`src/rtl/mcpu_pkg.sv`:
```
// Shared definitions for the multi-cycle CPU: instruction field positions,
// opcode and FSM state encodings.
package mcpu_pkg;
  localparam int INSTR_W = 16;

  // Instruction field LSB positions (op is 4 bits, register fields 3 bits)
  localparam int OP_LSB = 12;
  localparam int RD_LSB = 9;
  localparam int RA_LSB = 6;
  localparam int RB_LSB = 3;

  typedef enum logic [3:0] {
    OP_NOP  = 4'd0,  OP_ADD  = 4'd1,  OP_SUB  = 4'd2,  OP_AND  = 4'd3,
    OP_OR   = 4'd4,  OP_XOR  = 4'd5,  OP_ADDI = 4'd6,  OP_LD   = 4'd7,
    OP_ST   = 4'd8,  OP_BZ   = 4'd9,  OP_BN   = 4'd10, OP_BC   = 4'd11,
    OP_JMP  = 4'd12, OP_LDI  = 4'd13, OP_RSVD = 4'd14, OP_HALT = 4'd15
  } opcode_e;

  typedef enum logic [2:0] {
    S_FETCH   = 3'd0,
    S_DECODE  = 3'd1,
    S_EXECUTE = 3'd2,
    S_MEM     = 3'd3,
    S_WB      = 3'd4,
    S_HALT    = 3'd5
  } state_e;
endpackage

```
`src/rtl/mcpu_regfile.sv`:
```
// 8 x DATA_W register file.
// Ports: three asynchronous read ports (a, b, d), one write port sampled on
// the rising edge of clk, asynchronous active-low clear of all registers.
module mcpu_regfile #(
  parameter int DATA_W = 8
) (
  input  logic              clk,
  input  logic              clr_n,
  input  logic [2:0]        raddr_a,
  output logic [DATA_W-1:0] rdata_a,
  input  logic [2:0]        raddr_b,
  output logic [DATA_W-1:0] rdata_b,
  input  logic [2:0]        raddr_d,
  output logic [DATA_W-1:0] rdata_d,
  input  logic              we,
  input  logic [2:0]        waddr,
  input  logic [DATA_W-1:0] wdata
);
  logic [7:0][DATA_W-1:0] regs;

  always_ff @(posedge clk or negedge clr_n) begin
    if (!clr_n)  regs <= '0;
    else if (we) regs[waddr] <= wdata;
  end

  assign rdata_a = regs[raddr_a];
  assign rdata_b = regs[raddr_b];
  assign rdata_d = regs[raddr_d];
endmodule

```
`src/rtl/multicycle_cpu.sv`:
```
// Multi-cycle 16-bit-instruction CPU: FETCH/DECODE/EXECUTE/MEM/WB/HALT FSM
// with req/ready handshakes to external instruction and data memories.
// Ports: clk, reset_CPU (async active-low); imem_* fetch handshake;
// dmem_* load/store handshake; halted and registered Z/C/N flags;
// dbg_pc, dbg_state and a one-cycle register-write retire pulse dbg_wb_*.
module multicycle_cpu
  import mcpu_pkg::*;
#(
  parameter int DATA_W = 8,
  parameter int PC_W   = 8,
  parameter int ADDR_W = 6
) (
  input  logic               clk,
  input  logic               reset_CPU,
  output logic               imem_req,
  output logic [PC_W-1:0]    imem_addr,
  input  logic               imem_ready,
  input  logic [INSTR_W-1:0] imem_rdata,
  output logic               dmem_req,
  output logic               dmem_we,
  output logic [ADDR_W-1:0]  dmem_addr,
  output logic [DATA_W-1:0]  dmem_wdata,
  input  logic               dmem_ready,
  input  logic [DATA_W-1:0]  dmem_rdata,
  output logic               halted,
  output logic               zero_flag,
  output logic               carrier_flag,
  output logic               negative_flag,
  output logic [PC_W-1:0]    dbg_pc,
  output logic [2:0]         dbg_state,
  output logic               dbg_wb_valid,
  output logic [2:0]         dbg_wb_addr,
  output logic [DATA_W-1:0]  dbg_wb_data
);
  state_e               state, state_nx;
  logic [PC_W-1:0]      pc;
  logic [INSTR_W-1:0]   ir;
  logic [DATA_W-1:0]    op_a, op_b, op_d, res;
  logic [ADDR_W-1:0]    maddr;
  logic                 zf, cf, nf;

  opcode_e              op;
  logic [2:0]           rd, ra, rb;
  logic [DATA_W-1:0]    rf_a, rf_b, rf_d;
  logic [DATA_W-1:0]    sext6, alu_res, addr_sum;
  logic [DATA_W:0]      add_full;
  logic                 alu_c, alu_op, taken;

  assign op = opcode_e'(ir[OP_LSB +: 4]);
  assign rd = ir[RD_LSB +: 3];
  assign ra = ir[RA_LSB +: 3];
  assign rb = ir[RB_LSB +: 3];

  mcpu_regfile #(.DATA_W(DATA_W)) u_rf (
    .clk     (clk),
    .clr_n   (reset_CPU),
    .raddr_a (ra),
    .rdata_a (rf_a),
    .raddr_b (rb),
    .rdata_b (rf_b),
    .raddr_d (rd),
    .rdata_d (rf_d),
    .we      (state == S_WB),
    .waddr   (rd),
    .wdata   (res)
  );

  // Size casts of a signed operand sign-extend (or truncate) to the target width
  assign sext6    = DATA_W'($signed(ir[5:0]));
  assign addr_sum = op_a + sext6;
  assign add_full = {1'b0, op_a} + {1'b0, (op == OP_ADDI) ? sext6 : op_b};

  // ALU; alu_op marks the opcodes that are allowed to update the flags
  always_comb begin
    alu_res = '0;
    alu_c   = 1'b0;
    alu_op  = 1'b0;
    case (op)
      OP_ADD, OP_ADDI: begin {alu_c, alu_res} = add_full; alu_op = 1'b1; end
      OP_SUB: begin
        alu_res = op_a - op_b;
        alu_c   = (op_a >= op_b);  // no-borrow convention
        alu_op  = 1'b1;
      end
      OP_AND:  begin alu_res = op_a & op_b; alu_op = 1'b1; end
      OP_OR:   begin alu_res = op_a | op_b; alu_op = 1'b1; end
      OP_XOR:  begin alu_res = op_a ^ op_b; alu_op = 1'b1; end
      OP_LDI:  alu_res = DATA_W'(ir[8:0]);
      default: ;
    endcase
  end

  always_comb begin
    case (op)
      OP_BZ:   taken = zf;
      OP_BN:   taken = nf;
      OP_BC:   taken = cf;
      default: taken = 1'b0;
    endcase
  end

  always_ff @(posedge clk or negedge reset_CPU) begin
    if (!reset_CPU) state <= S_FETCH;
    else            state <= state_nx;
  end

  // Next state and handshake outputs. imem_req is gated by reset so the
  // fetch request stays low while the core is held in reset.
  always_comb begin
    state_nx = state;
    imem_req = 1'b0;
    dmem_req = 1'b0;
    halted   = 1'b0;
    case (state)
      S_FETCH: begin
        imem_req = reset_CPU;
        if (imem_ready) state_nx = S_DECODE;
      end
      S_DECODE: state_nx = (op == OP_HALT) ? S_HALT : S_EXECUTE;
      S_EXECUTE: begin
        case (op)
          OP_ADD, OP_SUB, OP_AND, OP_OR, OP_XOR, OP_ADDI, OP_LDI: state_nx = S_WB;
          OP_LD, OP_ST: state_nx = S_MEM;
          default:      state_nx = S_FETCH;
        endcase
      end
      S_MEM: begin
        dmem_req = 1'b1;
        if (dmem_ready) state_nx = (op == OP_LD) ? S_WB : S_FETCH;
      end
      S_WB:    state_nx = S_FETCH;
      S_HALT:  halted   = 1'b1;
      default: state_nx = S_FETCH;
    endcase
  end

  // Datapath registers; pc already holds the next-instruction address when
  // a branch executes, so it is the branch base.
  always_ff @(posedge clk or negedge reset_CPU) begin
    if (!reset_CPU) begin
      pc    <= '0;
      ir    <= '0;
      op_a  <= '0;
      op_b  <= '0;
      op_d  <= '0;
      res   <= '0;
      maddr <= '0;
      zf    <= 1'b0;
      cf    <= 1'b0;
      nf    <= 1'b0;
    end else begin
      case (state)
        S_FETCH: if (imem_ready) begin
          ir <= imem_rdata;
          pc <= pc + PC_W'(1);
        end
        S_DECODE: begin
          op_a <= rf_a;
          op_b <= rf_b;
          op_d <= rf_d;
        end
        S_EXECUTE: begin
          res   <= alu_res;
          maddr <= ADDR_W'(addr_sum);
          if (alu_op) begin
            zf <= (alu_res == '0);
            nf <= alu_res[DATA_W-1];
            cf <= alu_c;
          end
          if (op == OP_JMP) pc <= PC_W'(ir[11:0]);
          else if (taken)   pc <= pc + PC_W'($signed(ir[8:0]));
        end
        S_MEM: if (dmem_ready && op == OP_LD) res <= dmem_rdata;
        default: ;
      endcase
    end
  end

  assign imem_addr     = pc;
  assign dmem_we       = (op == OP_ST);
  assign dmem_addr     = maddr;
  assign dmem_wdata    = op_d;
  assign zero_flag     = zf;
  assign carrier_flag  = cf;
  assign negative_flag = nf;
  assign dbg_pc        = pc;
  assign dbg_state     = state;
  assign dbg_wb_valid  = (state == S_WB);
  assign dbg_wb_addr   = rd;
  assign dbg_wb_data   = res;
endmodule

```
`config.mk`:
```
export PLATFORM = sky130hd
export DESIGN_NAME = multicycle_cpu
export DESIGN_NICKNAME = d
export VERILOG_FILES = /design/src/rtl/mcpu_pkg.sv /design/src/rtl/mcpu_regfile.sv /design/src/rtl/multicycle_cpu.sv
export SDC_FILE = /design/constraint.sdc
export NUM_CORES = 1
export LEC_CHECK = 0
export CAP_MARGIN = 15
export CORE_MARGIN = 8
export CORE_UTILIZATION = 46
export CTS_CLUSTER_DIAMETER = 100
export DETAILED_ROUTE_END_ITERATION = 8
export HOLD_SLACK_MARGIN = 0.05
export PLACE_DENSITY = 0.66
export SYNTH_ARGS = -nofsm -noshare
export SYNTH_HDL_FRONTEND = slang
export SYNTH_SLANG_ARGS = --single-unit
```
`constraint.sdc`:
```
create_clock -name clk -period 6.5 [get_ports clk]
set_input_delay 1.3 -clock clk [delete_from_list [all_inputs] [get_ports clk]]
set_output_delay 1.3 -clock clk [all_outputs]
set_load 0.005 [all_outputs]
```
==> results of run 1 <==
==> critical path, cell delays in order, from the launching register on <==
cell	delay [ns]
dfrtp_1	0.57
nand3b_1	0.61
inv_1	0.34
clkdlybuf4s50_1	0.55
==> routing by layer <==
layer	global-route usage, %	wire length [um]	vias up	share of wire [%]
met5	0	0	-	0
met4	8.49	733	0	3.0
met3	3.62	1170	50	4.8
met2	35.1	12000	194	49
met1	26.4	10500	3397	43
li1	-	-	3205	-
==> area by class of cell <==
class / count / area, sq um
clock buffer: 17 / 425
clock inverter: 14 / 178
fill: 1669 / 8450
inverter: 31 / 116
multi-input combinational: 635 / 5100
sequential: 132 / 3300
tap: 234 / 293
timing repair buffer: 91 / 902
==> flip-flops by register name, summed over array words and instances, names as in the netlist <==
register and count:
carrier_flag 1, dbg_pc 8, dbg_state 3, dbg_wb_data 8
dmem_addr 6, dmem_wdata 8, ir 16, negative_flag 1
op_a 8, op_b 8, u_rf.regs 64, zero_flag 1
==> per-stage QoR <==
step | setup WS [ns] | hold WS, ns | utilization, %
floorplan | 3.27 | 0.470 | -
global placement | 2.40 | 0.460 | 51.6
detailed placement | 2.29 | 0.469 | 51.6
CTS | 2.29 | 0.484 | 54.8
global route | 2.56 | 0.514 | 55.0
finish | 2.70 | 0.474 | 55.0
==> kinds of logic after synthesis <==
logic type / after synthesis / synth area share, %
multiplexers: 148 / 23.4
AND/OR/NAND/NOR: 241 / 12.5
adder cells (fa/ha/maj): 50 / 7.44
XOR/XNOR: 20 / 1.99
AO/OA/AOI/OAI: 176 / 12.4
flip-flops: 132 / 37.5
buffers and inverters: 95 / 4.74
==> Yosys cell counts (11+ instances only) <==
cell type    n  area [sq um]
buf_2       13          65.1
nor2_1      58           218
mux2i_1     35           350
o21ai_0     33           165
nand3_1     16          80.1
nor3_1      11          55.1
a21oi_1     56           280
inv_1       30           113
ha_1        46           576
nor2b_1     13          81.3
buf_4       12          90.1
mux4_2      39           878
dfrtp_1    132          3300
clkbuf_1    29           109
mux2_2      57           642
nand2_1    101           379
o21ai_1     13          65.1
mux2_1      17           191
==> power by group <==
| group | switching [uW] | internal, uW | total (uW) |
|---|---|---|---|
| registers | 494 | 1120 | 1610 |
| clock network | 395 | 606 | 1000 |
| logic | 1500 | 1400 | 2900 |
==> worst paths after layout <==
path,to
hold reg to reg,dmem_addr[4]$_DFFE_PN0P_
hold / removal,dmem_addr[4]$_DFFE_PN0P_
max in group asynchronous,u_rf.regs[25]$_DFFE_PN0P_
min in group asynchronous,dbg_pc[0]$_DFFE_PN0P_
setup / recovery,dmem_req
setup reg to reg,zero_flag$_DFFE_PN0P_
==> cell usage in the layout (no fill, tap or decap), types with 4 or more instances in the layout <==
master,instances
dfrtp_1,132
nand2_1,101
clkdlybuf4s50_1,78
mux2_2,57
nor2_1,57
a21oi_1,56
ha_1,46
mux4_2,39
mux2i_1,35
o21ai_0,33
inv_1,30
mux2_1,17
clkbuf_16,17
nand3_1,16
nor2b_1,13
o21ai_1,13
nor3_1,11
xor2_1,10
xnor2_1,10
buf_4,10
nand2b_1,9
a31oi_1,9
and3_1,7
a211oi_1,7
a21o_1,7
a221oi_1,6
a22oi_1,6
and2_1,5
o22ai_1,5
o21a_1,5
a22o_1,5
o21bai_1,5
nor3b_1,4
nand4_1,4
o31ai_1,4
a221o_1,4
fa_1,4
==> metrics, run 1 <==
Setup Buffers After CTS 0; # Max-Cap Violations 0; final hold viol count 0; hpwl dp 17.0 mm; wire length per cell approximately 21 um; die height roughly 150 um; critical path class register to primary output; worst r2r path cells 11; worst skew pair latency about 0.43 ns; Synth Register Bits 132; flop2flop setup slack ~2.9 ns; first-pass GRT wire length 38.8 mm; maximum vdd drop approximately 0.34 mV; final setup fails 0; n_diodes 0; root buffer cell clkbuf_16; min-delay src dmem_addr[4]$_DFFE_PN0P_; Slew @ Worst Pin 1.10 ns; hold depth 2; EDFF count, synth 0; power density cells 534 nW/um^2; synthesized cell area 8810 sq um; drt via density roughly 5.9; vias in the first global route 6,885; post-layout minimum cycle time 3.80 ns; design area between 10,000 and 15,000 sq um; leakage 0.00464 uW; Routed WL 24.3 mm; Setup crit end kind primary output; Distinct cells, synth 57; DRC viols 0; Worst Hold Class register to register; Top FF cell, synth dfrtp_1; slew margin rel. about a quarter; Total GRT Usage 20.9%; CP Max Fanout 14; Setup TNS 0 ns; Iteration-0 DRC Markers a little under 500; final non-filler cell total 1,154; arrival time at the worst endpoint 2.50 ns; layout cells sized above 1 16.1%; Fin Clk Skew 0.00928 ns; Vias 6,846; Placeable Area between 15,000 and 20,000 sq um; pin count of the biggest net entering global routing 87; final worst path period share between 50% and 60%; row count 50; Routed Antenna Nets 0; outcome finished clean; total power between 5000 and 6000 uW; # nets final 986; Yosys warning count 0; Critical Path RT about 5.2 ns; register clock-pin slew on the reported worst setup and hold paths roughly 0.06 ns; RSZ-0062 raised after global routing no; Setup crit start dbg_state[2]$_DFFE_PN0P_; CTS tree yes; placed cell count 1,121; grt ovf 0; first-pass detailed-route iteration total 5; CTS buffer count 17; area grow syn2layout 17.1%; net count after synthesis 940; placed cell area 9680 sq um; syn_area_per_cell 10.2 sq um; die area roughly 24,000 sq um; CTS sink count 132; ys async rst share 100%; GPL Wtd Cong 0.920; antenna violations before repair 0; Fmax ~0.26 GHz; Seq/Total Area, Yosys between 30 and 40%; Max Root-Sink Buffers 2; critical path startpoint category register; Ports 80; die width 154 um; reg2reg start ir[12]$_DFFE_PN0P_; CTS resizes 0; Slew Limit Fails 0; Initial Util between 40% and 50%; I/O Buffers 79; H-tree Lvls 4; hold buffer count at cts 0; Mapped Cells 862
No activity file was read; power rests on OpenSTA's default activity.
==> inputs of run 2 (changes only) <==
- PLACE_DENSITY: 0.66 -> 0.69
- clock period: 6.5 -> 3.3 ns (I/O delays scaled with it)
==> metrics, run 2 (synthesized netlist as in run 1, its figures left out) <==
outcome finished clean; Fmax roughly 0.32 GHz; critical path class register to register; register bank with the most flops u_rf.regs; first-pass GRT wire length 39.6 mm (+1.9%); arrival time at the worst endpoint 3.40 ns (+0.90 ns); Setup TNS 0 ns (unchanged); Placeable Area 18,800 sq um (unchanged); commonest non-fill, non-tap cell in the layout dfrtp_1; Slowest Stage Delay on Critical Path 0.47 ns (-0.14 ns); area grow syn2layout 18.6%; register clock-pin slew on the reported worst setup and hold paths 0.06 ns (about the same); die area 23,800 sq um (unchanged); Fin Clk Skew 0.0109 ns (+0.00160 ns); die height 154 um (unchanged); Top Registers u_rf.regs (64), ir (16); Critical Path RT 3.60 ns (-1.60 ns); highest-delay cell along the critical path or3b_2; Routed WL 24.2 mm (-0.59%); Initial Util 46.9% (unchanged); Crit path top cell by count nand2_1; # Max-Cap Violations 0 (unchanged); antenna violations before repair 0 (unchanged); Setup crit end kind register; Max Root-Sink Buffers 2 (unchanged); hpwl dp 17.0 mm (about the same); drt via density 5.97 (+0.62%); leakage 0.00473 uW (+2.0%); grt ovf 0 (unchanged); flip-flop count of the largest register after layout 64 (unchanged); final setup fails 0 (unchanged); Total GRT Usage 21.0% (+0.071 points); CTS buffer count 17 (unchanged); Slew Limit Fails 0 (unchanged); vias in the first global route 7,056 (+2.5%); Worst Hold Class primary input to asynchronous set/reset pin; commonest non-fill, non-tap cells in the layout dfrtp_1, nand2_1, clkdlybuf4s50_1; Util after Layout 55.7% (+0.70 points); first-pass detailed-route iteration total 5 (unchanged); Slew @ Worst Pin 1.01 ns (-0.0881 ns); Routed Antenna Nets 0 (unchanged); row count 50 (unchanged); slew margin rel. 32.7% (+6.0 points); I/O Buffers 79 (unchanged); H-tree Lvls 4 (unchanged); CP Max Fanout 12 (-2); # nets final 1,002 (+1.6%); CTS tree yes; RSZ-0062 raised after global routing no; post-layout minimum cycle time 3.10 ns; power density cells 1050 nW/um^2 (+97%); n_diodes 0 (unchanged); Ports 80 (unchanged); die width 154 um (unchanged); Vias 6,990 (+2.1%); layout cells sized above 1 17.4% (+1.3 points); root buffer cell clkbuf_16; DRC viols 0 (unchanged); GPL Wtd Cong 0.895 (-2.7%); final worst path period share 93.9%; CTS sink count 132 (unchanged); worst-path cell chain nor4bb_4 -> buf_4 -> nand2_1 -> o21ai_0 -> ha_1 -> a21oi_1 -> o21a_1 -> o31ai_1 -> xor2_1 -> nand2_1 -> or3b_2 -> mux2_1; wire length per cell 20.7 um (-2.0%); worst skew pair latency 0.43 ns (about the same); maximum vdd drop 0.639 mV (+87%); critical path startpoint category register; pin count of the biggest net entering global routing 64 (-26%); hold buffer count at cts 0 (unchanged); Iteration-0 DRC Markers 630 (+29%); flop2flop setup slack 0.20 ns (-2.65 ns); final hold viol count 0 (unchanged)
run 2: critical path, delay by kind of cell, from the launching register on:
kind                     cells  cell delay [ns]
buffers and inverters        1             0.23
flip-flops                   1             0.41
AO/OA/AOI/OAI                4             0.59
multiplexers                 1             0.30
AND/OR/NAND/NOR              4             1.00
XOR/XNOR                     1             0.16
adder cells (fa/ha/maj)      1             0.30
run 2: stage by stage:
step | power (uW) | cells | worst slack, ns | hold WS [ns] | instance area (sq um)
finish | 11000 | 1171 | 0.201 | 0.110 | 10500
global route | 11900 | 1171 | 0.0156 | 0.126 | 10500
CTS | 11000 | 1170 | 0.0799 | 0.110 | 10400
detailed placement | 8970 | 1138 | 0.211 | 0.471 | 9820
global placement | 8860 | 1138 | 0.261 | 0.461 | 9820
floorplan | 7030 | 862 | 0.0679 | 0.364 | 8810
run 2: worst paths after layout:
| check | endpoint | from | cells after the start |
|---|---|---|---|
| max | negative_flag$_DFFE_PN0P_ | ir[15]$_DFFE_PN0P_ | 12 |
| min | dbg_pc[4]$_DFFE_PN0P_ | reset_CPU | 1 |
| max reg2reg | negative_flag$_DFFE_PN0P_ | ir[15]$_DFFE_PN0P_ | 12 |
| min reg2reg | dmem_addr[0]$_DFFE_PN0P_ | dmem_addr[0]$_DFFE_PN0P_ | 2 |
| max in group asynchronous | u_rf.regs[3]$_DFFE_PN0P_ | reset_CPU | 2 |
| min in group clk | dmem_addr[0]$_DFFE_PN0P_ | dmem_addr[0]$_DFFE_PN0P_ | 2 |
run 2: where the power goes:
part | internal [uW] | switching (uW) | leakage [uW]
clock network | 1230 | 742 | 0.000298
registers | 2210 | 901 | 0.00172
logic | 2860 | 3080 | 0.00272
total | 6300 | 4720 | 0.00473
run 2: repair_timing:
item,CTS,global route
setup buffers,0,1
endpoints found under the setup margin,0,3
resized for setup,0,1
run 2: final cells by class:
class | instances | area [sq um]
Multi-Input combinational cell | 635 | 5110
Clock buffer | 24 | 502
Tap cell | 234 | 293
Fill cell | 1623 | 8320
Clock inverter | 8 | 111
Inverter | 31 | 116
Timing Repair Buffer | 107 | 1010
Sequential cell | 132 | 3300
run 2: metal layers:
metal / routed length (um) / GRT usage, % / share of wire, %
met5: 0 / 0 / 0
met4: 613 / 7.19 / 2.5
met3: 1430 / 4.57 / 5.9
met2: 11400 / 34.2 / 47
met1: 10700 / 27.2 / 44
